`src/rtl/rr_arb_pkg.sv`:
```
// Shared definitions for the 4-way round-robin arbiter.
//   NUM_REQ   : number of requesters
//   SEL_W     : width of the binary mux select
//   state_e   : arbiter state (IDLE / OWN)
//   onehot2bin: one-hot grant to binary select encoder
package rr_arb_pkg;

  localparam int unsigned NUM_REQ = 4;
  localparam int unsigned SEL_W   = 2;

  typedef enum logic {
    IDLE = 1'b0,
    OWN  = 1'b1
  } state_e;

  // OR-reduction encoder; input is expected to be one-hot or zero
  function automatic logic [SEL_W-1:0] onehot2bin(input logic [NUM_REQ-1:0] oh);
    logic [SEL_W-1:0] b;
    b = '0;
    for (int unsigned i = 0; i < NUM_REQ; i++) begin
      if (oh[i]) b = b | SEL_W'(i);
    end
    return b;
  endfunction

endpackage

```
`src/rtl/rr_arbiter_4_if.sv`:
```
// Request/grant bundle between producers and the arbiter.
//   req   : level request, bit i = source i
//   lock  : owner tenure extension (only when RR_ARB_LOCK_EN is defined)
//   grant : registered one-hot grant, 0 when idle
//   sel   : binary index of grant for mux_4.sel
//   valid : grant is non-zero
// master = requester side, slave = arbiter side.
interface rr_arbiter_4_if;
  import rr_arb_pkg::*;

  logic [NUM_REQ-1:0] req;
`ifdef RR_ARB_LOCK_EN
  logic               lock;
`endif
  logic [NUM_REQ-1:0] grant;
  logic [SEL_W-1:0]   sel;
  logic               valid;

  modport master (
`ifdef RR_ARB_LOCK_EN
    output lock,
`endif
    output req,
    input  grant, sel, valid
  );

  modport slave (
`ifdef RR_ARB_LOCK_EN
    input  lock,
`endif
    input  req,
    output grant, sel, valid
  );

endinterface

```
`src/rtl/rr_pick4.sv`:
```
// Combinational rotating-priority picker.
//   req_i     : candidate requests
//   ptr_i     : highest-priority index; search runs ptr, ptr+1, ... mod 4
//   pick_c_o  : one-hot first candidate in search order (0 if none)
//   found_c_o : a candidate was found
module rr_pick4
  import rr_arb_pkg::*;
(
  input  logic [NUM_REQ-1:0] req_i,
  input  logic [SEL_W-1:0]   ptr_i,
  output logic [NUM_REQ-1:0] pick_c_o,
  output logic               found_c_o
);

  logic [SEL_W-1:0] idx;

  // First set bit walking up from ptr_i; index arithmetic wraps at 4
  always_comb begin
    pick_c_o  = '0;
    found_c_o = 1'b0;
    idx       = '0;
    for (int unsigned k = 0; k < NUM_REQ; k++) begin
      idx = ptr_i + SEL_W'(k);
      if (!found_c_o && req_i[idx]) begin
        pick_c_o[idx] = 1'b1;
        found_c_o     = 1'b1;
      end
    end
  end

endmodule

```
`src/rtl/rr_arbiter_4.sv`:
```
// Four-requester round-robin arbiter with bounded tenure, driving mux_4.sel.
//   clk   : system clock, rising edge
//   rst_n : asynchronous active-low reset
//   bus   : rr_arbiter_4_if.slave (req in, grant/sel/valid out, lock in)
// Optional feature: define RR_ARB_LOCK_EN to add bus.lock, which suppresses
// HOLD_MAX preemption while the owner keeps requesting.
module rr_arbiter_4
  import rr_arb_pkg::*;
#(
  parameter int unsigned HOLD_MAX = 4
)
(
  input  logic              clk,
  input  logic              rst_n,
  rr_arbiter_4_if.slave     bus
);

  localparam int unsigned CNT_W = 4;

  state_e             state_q, state_d;
  logic [SEL_W-1:0]   ptr_q, ptr_d;
  logic [CNT_W-1:0]   cnt_q, cnt_d;
  logic [NUM_REQ-1:0] grant_q, grant_d;
  logic [SEL_W-1:0]   sel_q;
  logic               valid_q;

  logic [SEL_W-1:0]   owner_idx;
  logic [NUM_REQ-1:0] others;
  logic [SEL_W-1:0]   ho_ptr;
  logic [NUM_REQ-1:0] idle_pick, ho_pick;
  logic               idle_found, ho_found;
  logic               at_max, lock_hold, release_c;

  assign owner_idx = onehot2bin(grant_q);
  // Owner is masked so it is considered last after its own release
  assign others    = bus.req & ~grant_q;
  assign ho_ptr    = owner_idx + SEL_W'(1);
  assign at_max    = (cnt_q == CNT_W'(HOLD_MAX));

`ifdef RR_ARB_LOCK_EN
  assign lock_hold = bus.lock;
`else
  assign lock_hold = 1'b0;
`endif

  assign release_c = !bus.req[owner_idx] || (at_max && (|others) && !lock_hold);

  // Fresh arbitration from IDLE
  rr_pick4 u_pick_idle (
    .req_i     (bus.req),
    .ptr_i     (ptr_q),
    .pick_c_o  (idle_pick),
    .found_c_o (idle_found)
  );

  // Same-edge handover search starting just past the current owner
  rr_pick4 u_pick_ho (
    .req_i     (others),
    .ptr_i     (ho_ptr),
    .pick_c_o  (ho_pick),
    .found_c_o (ho_found)
  );

  // Next-state logic
  always_comb begin
    state_d = state_q;
    ptr_d   = ptr_q;
    cnt_d   = cnt_q;
    grant_d = grant_q;
    case (state_q)
      IDLE: begin
        if (idle_found) begin
          grant_d = idle_pick;
          cnt_d   = CNT_W'(1);
          state_d = OWN;
        end
      end
      OWN: begin
        if (release_c) begin
          ptr_d = ho_ptr;
          if (ho_found) begin
            grant_d = ho_pick;
            cnt_d   = CNT_W'(1);
          end else begin
            grant_d = '0;
            cnt_d   = '0;
            state_d = IDLE;
          end
        end else if (!at_max) begin
          cnt_d = cnt_q + CNT_W'(1);
        end
      end
      default: begin
        grant_d = '0;
        state_d = IDLE;
      end
    endcase
  end

  // State and output registers; sel/valid derived from next grant
  always_ff @(posedge clk or negedge rst_n) begin
    if (!rst_n) begin
      state_q <= IDLE;
      ptr_q   <= '0;
      cnt_q   <= '0;
      grant_q <= '0;
      sel_q   <= '0;
      valid_q <= 1'b0;
    end else begin
      state_q <= state_d;
      ptr_q   <= ptr_d;
      cnt_q   <= cnt_d;
      grant_q <= grant_d;
      sel_q   <= onehot2bin(grant_d);
      valid_q <= |grant_d;
    end
  end

  assign bus.grant = grant_q;
  assign bus.sel   = sel_q;
  assign bus.valid = valid_q;

endmodule
```
`src/flat_wrapper.sv`:
```
// flat-port wrapper written by rule: the top's interface ports become plain ports
module rr_arbiter_4_flat import rr_arb_pkg::*;
#(
  parameter int unsigned HOLD_MAX = 4
)
  (clk, rst_n, bus_req, bus_grant, bus_sel, bus_valid);
  rr_arbiter_4_if bus_i ();
  input  logic clk;
  input  logic rst_n;
  input wire logic [$bits(bus_i.req)-1:0] bus_req;
  output wire logic [$bits(bus_i.grant)-1:0] bus_grant;
  output wire logic [$bits(bus_i.sel)-1:0] bus_sel;
  output wire logic [$bits(bus_i.valid)-1:0] bus_valid;
  assign bus_i.req = bus_req;
  assign bus_grant = bus_i.grant;
  assign bus_sel = bus_i.sel;
  assign bus_valid = bus_i.valid;
  rr_arbiter_4 #(.HOLD_MAX(HOLD_MAX)) u_core (.clk(clk), .rst_n(rst_n), .bus(bus_i));
endmodule
```
`config.mk`:
```
export PLATFORM = sky130hd
export DESIGN_NAME = rr_arbiter_4_flat
export DESIGN_NICKNAME = d
export VERILOG_FILES = /design/src/rtl/rr_arb_pkg.sv /design/src/rtl/rr_arbiter_4_if.sv /design/src/rtl/rr_pick4.sv /design/src/rtl/rr_arbiter_4.sv /design/src/flat_wrapper.sv
export SDC_FILE = /design/constraint.sdc
export NUM_CORES = 1
export LEC_CHECK = 0
export BUFFER_PORTS_ARGS = -buffer_cell sky130_fd_sc_hd__buf_4
export CAP_MARGIN = 20
export CORE_UTILIZATION = 54
export DETAILED_ROUTE_END_ITERATION = 10
export PLACE_DENSITY = 0.85
export SLEW_MARGIN = 25
export SYNTH_ARGS = -nofsm -noshare
export SYNTH_HDL_FRONTEND = slang
export SYNTH_SLANG_ARGS = --single-unit
```
`constraint.sdc`:
```
create_clock -name clk -period 2.7 [get_ports clk]
set_input_delay 0.405 -clock clk [delete_from_list [all_inputs] [get_ports clk]]
set_output_delay 0.405 -clock clk [all_outputs]
set_load 0.01 [all_outputs]
```
Word level (Yosys, flattened, before mapping)

Index checks and enable logic that the tools add are counted.
Widths: inputs -> output; s select.

Bits of input ports: 6
Bits in registers: 14
Output and inout bits: 7
Word-level logic and storage cells: 139

$lt $le $gt $ge: 17
Reduce and logical (&&, ||, !) cells: 27
Bitwise gates (word level): 9
Muxes and demuxes: 69
Eq/ne operators: 3
Add/sub/neg operators: 8

Operators with widths:

| kind                | count |
|---|---|
| $mux 4              | 14 |
| $mux 1              | 31 |
| $lt 2x3->1 const B  | 9 |
| $or 4x4->4          | 6 |
| $bmux 1 s2          | 9 |
| $demux 1 s2         | 8 |
| $ge 2x1->1 const B  | 8 |
| $pmux 4 s2          | 2 |
| $logic_and 1x1->1   | 15 |
| $add 2x2->2 const B | 4 |
| $mux 2              | 4 |
| $reduce_or 4->1     | 2 |
| $logic_not 1->1     | 7 |
| $add 2x1->2 const B | 3 |
| $add 4x1->4 const B | 1 |
| $and 4x4->4         | 1 |
| $eq 4x3->1 const B  | 1 |
| $not 4->4           | 1 |
| $reduce_and 2->1    | 2 |
| $ne 3x3->1 const B  | 1 |
| $ne 2x1->1 const B  | 1 |
| $pmux 1 s2          | 1 |
| $logic_or 1x1->1    | 1 |
| $not 1->1           | 1 |

Longest topological paths before layout

Gate-level depths: netlist (run 1).

Depth after elaboration: 22
Mapped depth: 9
Depth with buffers taken out: 8

By module

A second synthesis (run 1) with hierarchy kept.

Cells, all modules: 209
Area total of the unflattened synthesis: 1,834.3 sq um

Modules (own cells, without submodules):

| module                        | times used | cells an instance | area each (sq um) |
|---|---|---|---|
| rr_arbiter_4                  | 1          | 85                | 832.0 |
| rr_pick4 (u_core.u_pick_ho)   | 1          | 62                | 508.0 |
| rr_pick4 (u_core.u_pick_idle) | 1          | 62                | 494.2 |

Worst setup path after synthesis (run 1)

No wires, ideal clock.

Kind: reg2reg
From: register u_core.grant_q[3] (netlist: u_core.bus.grant[3])
To: register u_core.valid_q (netlist: u_core.bus.valid)
Path slack: 0.071 ns
Clock period less this slack: 2.629 ns
Buffers on the path: 2
Cell stages (with the launch flop): 10
Arrival: 2.493 ns
Cells stage by stage: dfrtp_1 buf_6 or2_1 buf_6 ha_1 mux4_2 mux2_4 a221o_1 a22oi_2 nand4bb_1

Word-level cells in the longest chain between the ends: 18

Ends and longest elaborated chain:

| what                                                | line                | text |
|---|---|---|
| start: declaration                                  | rr_arbiter_4.sv:23  | `logic [NUM_REQ-1:0] grant_q, grant_d;` |
| start signal: assignment                            | rr_arbiter_4.sv:113 | `grant_q <= grant_d;` |
| $mux 2 (*)                                          | rr_arb_pkg.sv:21    | `if (oh[i]) b = b \| SEL_W'(i);` |
| $add 2x1->2 (*)                                     | rr_arbiter_4.sv:37  | `assign ho_ptr = owner_idx + SEL_W'(1);` |
| via u_core.ho_ptr[1]                                | rr_arbiter_4.sv:29  | `logic [SEL_W-1:0] ho_ptr;` |
| branches (longest 12 deep; another with $lt 2x3->1) | -                   |  |
| $mux 4 (*)                                          | rr_arbiter_4.sv:81  | `if (ho_found) begin` |
| $mux 4 (*)                                          | rr_arbiter_4.sv:79  | `if (release_c) begin` |
| $pmux 4 s2 (*)                                      | rr_arbiter_4.sv:70  | `case (state_q)` |
| $reduce_or 4->1 (*)                                 | rr_arbiter_4.sv:115 | `valid_q <= \|grant_d;` |
| end signal: assignment                              | rr_arbiter_4.sv:115 |  |
| end: declaration                                    | rr_arbiter_4.sv:25  | `logic valid_q;` |

Mark *: on every way through the listed nets, which the timed path passes. The select of a mux whose other input is x is not followed.
A chain may end at the register's enable or synchronous reset.

Worst setup path in the final report (run 1)

Same ends and word-level chain as after synthesis.

==> results of run 1 <==
## final cells by class
type,instances,area [sq um],share of cell area
Clock buffer,4,36.3,0.0212
Inverter,15,56.3,0.0330
Tap cell,30,37.5,0.0220
Timing Repair Buffer,24,183,0.107
Multi-Input combinational cell,125,1040,0.612
Sequential cell,14,350,0.205
## sequential cells by signal (all words and copies together) (netlist names)
name and count:
u_core.cnt_q 4, u_core.state_q 1, u_core.bus.grant 4, u_core.bus.valid 1, u_core.bus.sel 2, u_core.ptr_q 2
## cells in the final DEF, fill, tap and decap left out, types with 3 or more instances in the layout
cell type	n
sky130_fd_sc_hd__buf_4	23
sky130_fd_sc_hd__ha_1	16
sky130_fd_sc_hd__inv_1	15
sky130_fd_sc_hd__dfrtp_1	14
sky130_fd_sc_hd__nand2_1	11
sky130_fd_sc_hd__nand2b_1	8
sky130_fd_sc_hd__nor2_1	7
sky130_fd_sc_hd__a21oi_1	6
sky130_fd_sc_hd__o21ai_0	6
sky130_fd_sc_hd__mux4_2	5
sky130_fd_sc_hd__nand4_1	4
sky130_fd_sc_hd__nor2b_1	4
sky130_fd_sc_hd__nor4b_1	3
sky130_fd_sc_hd__a221oi_1	3
sky130_fd_sc_hd__o2bb2ai_1	3
sky130_fd_sc_hd__clkbuf_4	3
## logic make-up after synthesis
logic type / Yosys count
AND/OR/NAND/NOR: 52
AO/OA/AOI/OAI: 46
buffers and inverters: 22
adder cells (fa/ha/maj): 16
flip-flops: 14
multiplexers: 10
XOR/XNOR: 1
## critical path: cells and delay by family, from the launching register on
| kind | cells | cell delay [ps] |
|---|---|---|
| compound gates | 2 | 540 |
| mux | 2 | 740 |
| flops | 1 | 440 |
| simple gates | 2 | 390 |
| fa+ha+maj | 1 | 350 |
## cell usage after synthesis (all sizes together) (2+ instances only)
cell type  instances  share of area
ha                16           0.14
inv               15          0.038
dfrtp             14           0.24
nand2             11          0.028
nand2b             8          0.034
nor2               7          0.018
o21ai              7          0.024
a21oi              6          0.020
mux4               5          0.076
clkbuf             4          0.010
nand4              4          0.017
nor2b              4          0.017
a221oi             3          0.018
buf                3          0.019
mux2               3          0.025
nor4b              3          0.018
o2bb2ai            3          0.018
a2111oi            2          0.012
a211oi             2          0.010
a221o              2          0.014
a31oi              2         0.0084
a32o               2          0.014
and2               2         0.0084
mux2i              2          0.014
nand3              2         0.0068
nand3b             2          0.010
nor3               2         0.0068
o211a              2          0.014
o21a               2          0.010
o221a              2          0.015
or4b               2          0.014
## routing by layer
layer | track usage | vias up | wire, um
met1 | 0.369 | 650 | 1590
li1 | - | 653 | -
met3 | 0.0250 | 7 | 250
met5 | 0 | - | 0
met2 | 0.510 | 65 | 1890
met4 | 0.0769 | 0 | 53
## per-stage QoR
step                      utilization  setup WS (ps)  hold slack [ps]  area [sq um]
after floorplan                     -           71.0              109          1480
after global placement          0.648            135              258          1650
after detailed placement        0.648           56.7              262          1650
after CTS                       0.666           30.6              489          1700
after global routing            0.671          0.880              528          1710
final                           0.671            115              512          1710
## power breakdown
part | switching, mW | internal, mW
sequential | 0.0798 | 0.304
combinational | 0.855 | 0.704
clock | 0.0739 | 0.0823
## how the worst max path moves through the flow
stage          cells after the start                          start                          to  slack (ps)
2_1_floorplan                      9  u_core.bus.grant[3]$_DFF_PN0_  u_core.bus.valid$_DFF_PN0_          70
3_3_place_gp                       8                     bus_req[3]  u_core.bus.valid$_DFF_PN0_         130
3_5_place_dp                       9    u_core.ptr_q[1]$_DFFE_PN0P_  u_core.bus.valid$_DFF_PN0_          60
4_1_cts                            9    u_core.ptr_q[1]$_DFFE_PN0P_  u_core.bus.valid$_DFF_PN0_          30
5_1_grt                            9    u_core.ptr_q[1]$_DFFE_PN0P_  u_core.bus.valid$_DFF_PN0_         0.9
6_report                           7  u_core.bus.grant[3]$_DFF_PN0_  u_core.bus.valid$_DFF_PN0_         120
## what timing repair did
action | in CTS | in global routing
resized for setup | 0 | 4
hold endpoints to repair | 14 | 0
setup endpoints to repair | 0 | 3
hold buffers | 1 | 0
==> results.yml, run 1 <==
synth:
  synthDistinctLibCells: 52
  combinational_family_with_the_most_area_after_synthesis: "compound AO/OA/AOI/OAI gates"
  synth_warnings: 0
  synth-compound-area-share: 0.240
  post_synth_instance_area_sq_mm: 0.00148
  async_flop_share: 1.00
  synth.area.mux_share: 0.115
  synthAdderAreaFrac: 0.135
  mappedNetlistNets: 183
  synth_edf_count: 0
  post_synthesis_instance_total: 161
  synth-xor-area-share: 0.00591
  synth.yosys.seq_area_share: 0.236
  ys_seq_elements: 14
  synth-simple-area-share: 0.201
  synth_area_per_cell_sq_um: 9.20
  dominantRegCellSynth: "sky130_fd_sc_hd__dfrtp_1"
finish:
  layout.nets: 205
  n_antenna_cell: 0
  layout-area-overhead-vs-synth_pct: 15.3
  n_fill_cell: 218
  final_cell_count_no_fill: 212
  post_route_cells_drive_above_1_share: 0.231
pwr:
  total_power_mw: 2.10
  p_leak_nw: 0.796
  vdd_ir_drop_max_mv: 0.759
  power.density_mw_per_mm2: 1230
drt:
  avgRoutedWirePerCell_um: 17.9
  route.vias.total: 1375
  drt_iter0_drc: 81
  finalWirelength_um: 3790
  ant_nets: 0
  drt-vias-per-instance: 6.49
  drt_first_pass_iters: 4
  drc_errors: 0
die:
  core_area_sq_mm: 0.00254
  io_pins: 13
  die_height_um: 54.4
  design.die.area_sq_mm: 0.00296
  floorplan.rows: 18
  initial_standard_cell_utilization_of_the_core: 0.582
  die_w_um: 54.4
setup_path:
  worstPathArrival_ps: 2760
  path_max_fanout: 7
  crit_chain: "or2_1, ha_1, mux4_2, mux2_4, a221o_1, a22oi_2, nand4bb_1"
  crit-reg2reg-launch: "u_core.bus.grant[3]$_DFF_PN0_"
  critPathLaunchType: "register"
  cpPeakStageDelay_ps: 440
  r2r.worst_path.cells: 7
  path_class: "reg -> reg"
  crit_path_top_delay_cell: "sky130_fd_sc_hd__dfrtp_1"
  r2r-end: "u_core.bus.valid$_DFF_PN0_"
  worst-endpoint-required_ps: 2870
  regToRegSetupSlack_ps: 120
  setup.worst_path.end_class: "register"
sta:
  clk_skew_ps: 6.58
  final-setup-viol-count: 0
  fmax_mhz: 387
  timing.max_slew.rel_slack: 0.697
  finalCriticalPeriod_ps: 2580
  grt_setup_unrepaired: "false"
  timing.final.crit_share: 0.957
  final.setup.tns_ps: 0
  worstMarginPinSlew_ps: 449
  slew_viol_final: 0
  final-hold-violation-count: 0
place:
  hpwlAfterDp_um: 2890
  placement.io_buffers: 12
  numPlacedInstances: 207
  globalplace.congestion: 0.869
clock_network:
  clk_root_buffer_cell: "sky130_fd_sc_hd__clkbuf_4"
  cts_tree: "built"
  cts_setup_buffers: 0
  cts-htree-levels: 1
  tritoncts_sinks: 14
  tritoncts.num_buffers: 3
  max-clock-path-buffers: 2
  clkSlewWorstSetupHoldPaths_ps: 90
  insertion_delay_ps: 290
global_route:
  grt_pass1_wl_um: 5960
  number_of_antenna_violations_at_the_first_check_in_global_routing: 0
  grt_util_all_layers: 0.287
  grt_max_degree: 16
  grt_overflow: 0
  via_count_of_the_first_global_routing_pass: 1271
min_path:
  worst_hold_path_type: "in -> async"
run_status:
  status: "finished clean"
run:
  max_cap_viol_count: 0
No activity file was read; power rests on OpenSTA's default activity.
==> inputs of run 2 (changes only) <==
- CTS_CLUSTER_SIZE: default -> 28
- MAX_ROUTING_LAYER: default -> met4
- clock period: 2.7 -> 2.3 ns (I/O delays scaled with it)
==> results.yml, run 2 (synthesized netlist as in run 1, its figures left out) <==
setup_path:
  cpPeakStageDelay_ps: 500
  r2r-end: "u_core.bus.valid$_DFF_PN0_"
  critPathLaunchType: "register"
  regToRegSetupSlack_ps: -100
  worst-endpoint-required_ps: 2470
  crit-reg2reg-launch: "u_core.ptr_q[1]$_DFFE_PN0P_"
  crit_path_top_delay_cell: "sky130_fd_sc_hd__mux4_2"
  critical-path-top-cell-by-count: "sky130_fd_sc_hd__buf_4"
  worstPathArrival_ps: 2570
  path_class: "reg -> reg"
  r2r.worst_path.cells: 9
  setup.worst_path.end_class: "register"
  crit_chain: "buf_4, mux4_2, buf_4, a21oi_1, a221oi_1, a2111oi_2, buf_4, o2bb2ai_2, nand4bb_1"
  path_max_fanout: 6
pwr:
  switching_power_mw: 1.49
  internal_power_mw: 1.73
  power.density_mw_per_mm2: 1570
  vdd_ir_drop_max_mv: 1.19
  p_sw_frac: 0.462
  p_leak_nw: 0.964
  share_comb_of_total_power: 0.798
  clock_power_share: 0.058
  sequential_share_of_power: 0.145
global_route:
  grt_util_all_layers: 0.370
  grt_max_degree: 16
  number_of_antenna_violations_at_the_first_check_in_global_routing: 0
  via_count_of_the_first_global_routing_pass: 1556
  grt_overflow: 0
  grt_pass1_wl_um: 7130
finish:
  top_library_cells_by_usage_in_the_layout_fill_and_taps_aside: "sky130_fd_sc_hd__buf_4, sky130_fd_sc_hd__inv_1, sky130_fd_sc_hd__ha_1, sky130_fd_sc_hd__dfrtp_1, sky130_fd_sc_hd__nand2_1"
  mostFrequentLayoutCell: "sky130_fd_sc_hd__buf_4"
  layout.nets: 236
  n_fill_cell: 158
  post_route_cells_drive_above_1_share: 0.413
  n_antenna_cell: 0
  register_area_sq_um: 350
  final_cell_count_no_fill: 243
  multiInputGateArea_sq_mm: 0.00115
  layout-area-overhead-vs-synth_pct: 38.6
sta:
  post_route_setup_slack_ps: -98.0
  slew_viol_final: 0
  final-setup-viol-count: 4
  clk_skew_ps: 3.16
  grt_setup_unrepaired: "true"
  final-hold-violation-count: 0
  worstMarginPinSlew_ps: 491
  timing.max_slew.rel_slack: 0.673
  finalCriticalPeriod_ps: 2400
  timing.final.crit_share: 1.04
  fmax_mhz: 417
clock_network:
  cts-htree-levels: 1
  clk_root_buffer_cell: "sky130_fd_sc_hd__clkbuf_4"
  cts_tree: "built"
  insertion_delay_ps: 290
  tritoncts.num_buffers: 3
  max-clock-path-buffers: 2
  clkSlewWorstSetupHoldPaths_ps: 90
  tritoncts_sinks: 14
drt:
  route.vias.total: 1621
  ant_nets: 0
  finalWirelength_um: 4940
  drc_errors: 0
  drt_iter0_drc: 74
  drt-vias-per-instance: 6.67
  avgRoutedWirePerCell_um: 20.3
  drt_first_pass_iters: 4
min_path:
  worst_hold_path_type: "in -> async"
place:
  hpwlAfterDp_um: 3520
  globalplace.congestion: 0.986
  detailedPlace.worstSlack_ps: -184
  numPlacedInstances: 232
  placement.io_buffers: 12
die:
  die_w_um: 54.4
  die_height_um: 54.4
  core_area_sq_mm: 0.00254
  floorplan.rows: 18
  design.die.area_sq_mm: 0.00296
  initial_standard_cell_utilization_of_the_core: 0.582
  io_pins: 13
run_status:
  status: "finished with violations"
  failed_checks: "negative setup slack"
run:
  max_cap_viol_count: 0
==> run 2: cell count changes in the layout (fill, tap and decap cells not counted), sizes merged <==
cell  delta
buf     +31
==> run 2: how the worst max path moves through the flow <==
stage / from / slack (ps) / cells past startpoint / to
4_1_cts: u_core.bus.grant[3]$_DFF_PN0_ / -100 / 8 / u_core.bus.valid$_DFF_PN0_
5_1_grt: u_core.ptr_q[0]$_DFFE_PN0P_ / -220 / 7 / u_core.bus.valid$_DFF_PN0_
3_5_place_dp: u_core.ptr_q[1]$_DFFE_PN0P_ / -180 / 9 / u_core.bus.valid$_DFF_PN0_
2_1_floorplan: u_core.bus.grant[3]$_DFF_PN0_ / -230 / 9 / u_core.bus.valid$_DFF_PN0_
6_report: u_core.ptr_q[1]$_DFFE_PN0P_ / -100 / 9 / u_core.bus.valid$_DFF_PN0_
3_3_place_gp: u_core.bus.grant[1]$_DFF_PN0_ / -130 / 8 / u_core.bus.valid$_DFF_PN0_
==> run 2: worst max-delay path: cells and delay by family, from the launching register on <==
kind                   cells  cell delay [ps]
buffers and inverters      3              500
DFF                        1              420
AOI/OAI and AO/OA          4              680
muxes                      1              500
and+or+nand+nor            1              170
==> run 2: cell type report <==
| type | instances | area share |
|---|---|---|
| inverter | 15 | 0.0274 |
| clock buffer | 4 | 0.0177 |
| sequential | 14 | 0.171 |
| tap | 30 | 0.0183 |
| multi-input combinational | 125 | 0.562 |
| timing repair buffer | 55 | 0.204 |
==> run 2: power groups by stage <==
stage / Sequential (mW) / Combinational [mW] / Clock, mW
after floorplan: 0.472 / 1.29 / 0
after global placement: 0.456 / 2.08 / 0
after detailed placement: 0.456 / 2.17 / 0
after CTS: 0.453 / 2.32 / 0.191
after global routing: 0.472 / 2.79 / 0.198
final: 0.465 / 2.57 / 0.186
==> run 2: layer usage <==
metal | global-route usage | wire, um | vias to the layer above
met5 | - | 0 | -
met1 | 0.341 | 1800 | 772
met2 | 0.661 | 2470 | 99
met4 | 0.252 | 310 | 0
met3 | 0.0972 | 364 | 34
li1 | - | - | 716
==> run 2: metrics by stage <==
step,hold WS [ps],utilization,total power [mW],instance area [sq um],setup TNS [ps]
after floorplan,49.4,-,1.76,1500,-733
after global placement,200,0.729,2.53,1860,-389
after detailed placement,210,0.729,2.62,1860,-827
after CTS,432,0.774,2.96,1970,-272
after global routing,444,0.807,3.46,2050,-870
final,437,0.807,3.22,2050,-223
==> run 2: what timing repair did <==
| action | CTS | global route |
|---|---|---|
| buffers inserted | 4 | 2 |
| gates resized for setup | 8 | 15 |
| hold buffers | 1 | 0 |
| endpoints found under the setup margin | 7 | 12 |
| pin swaps | 3 | 9 |
| endpoints found under the hold margin | 14 | 0 |
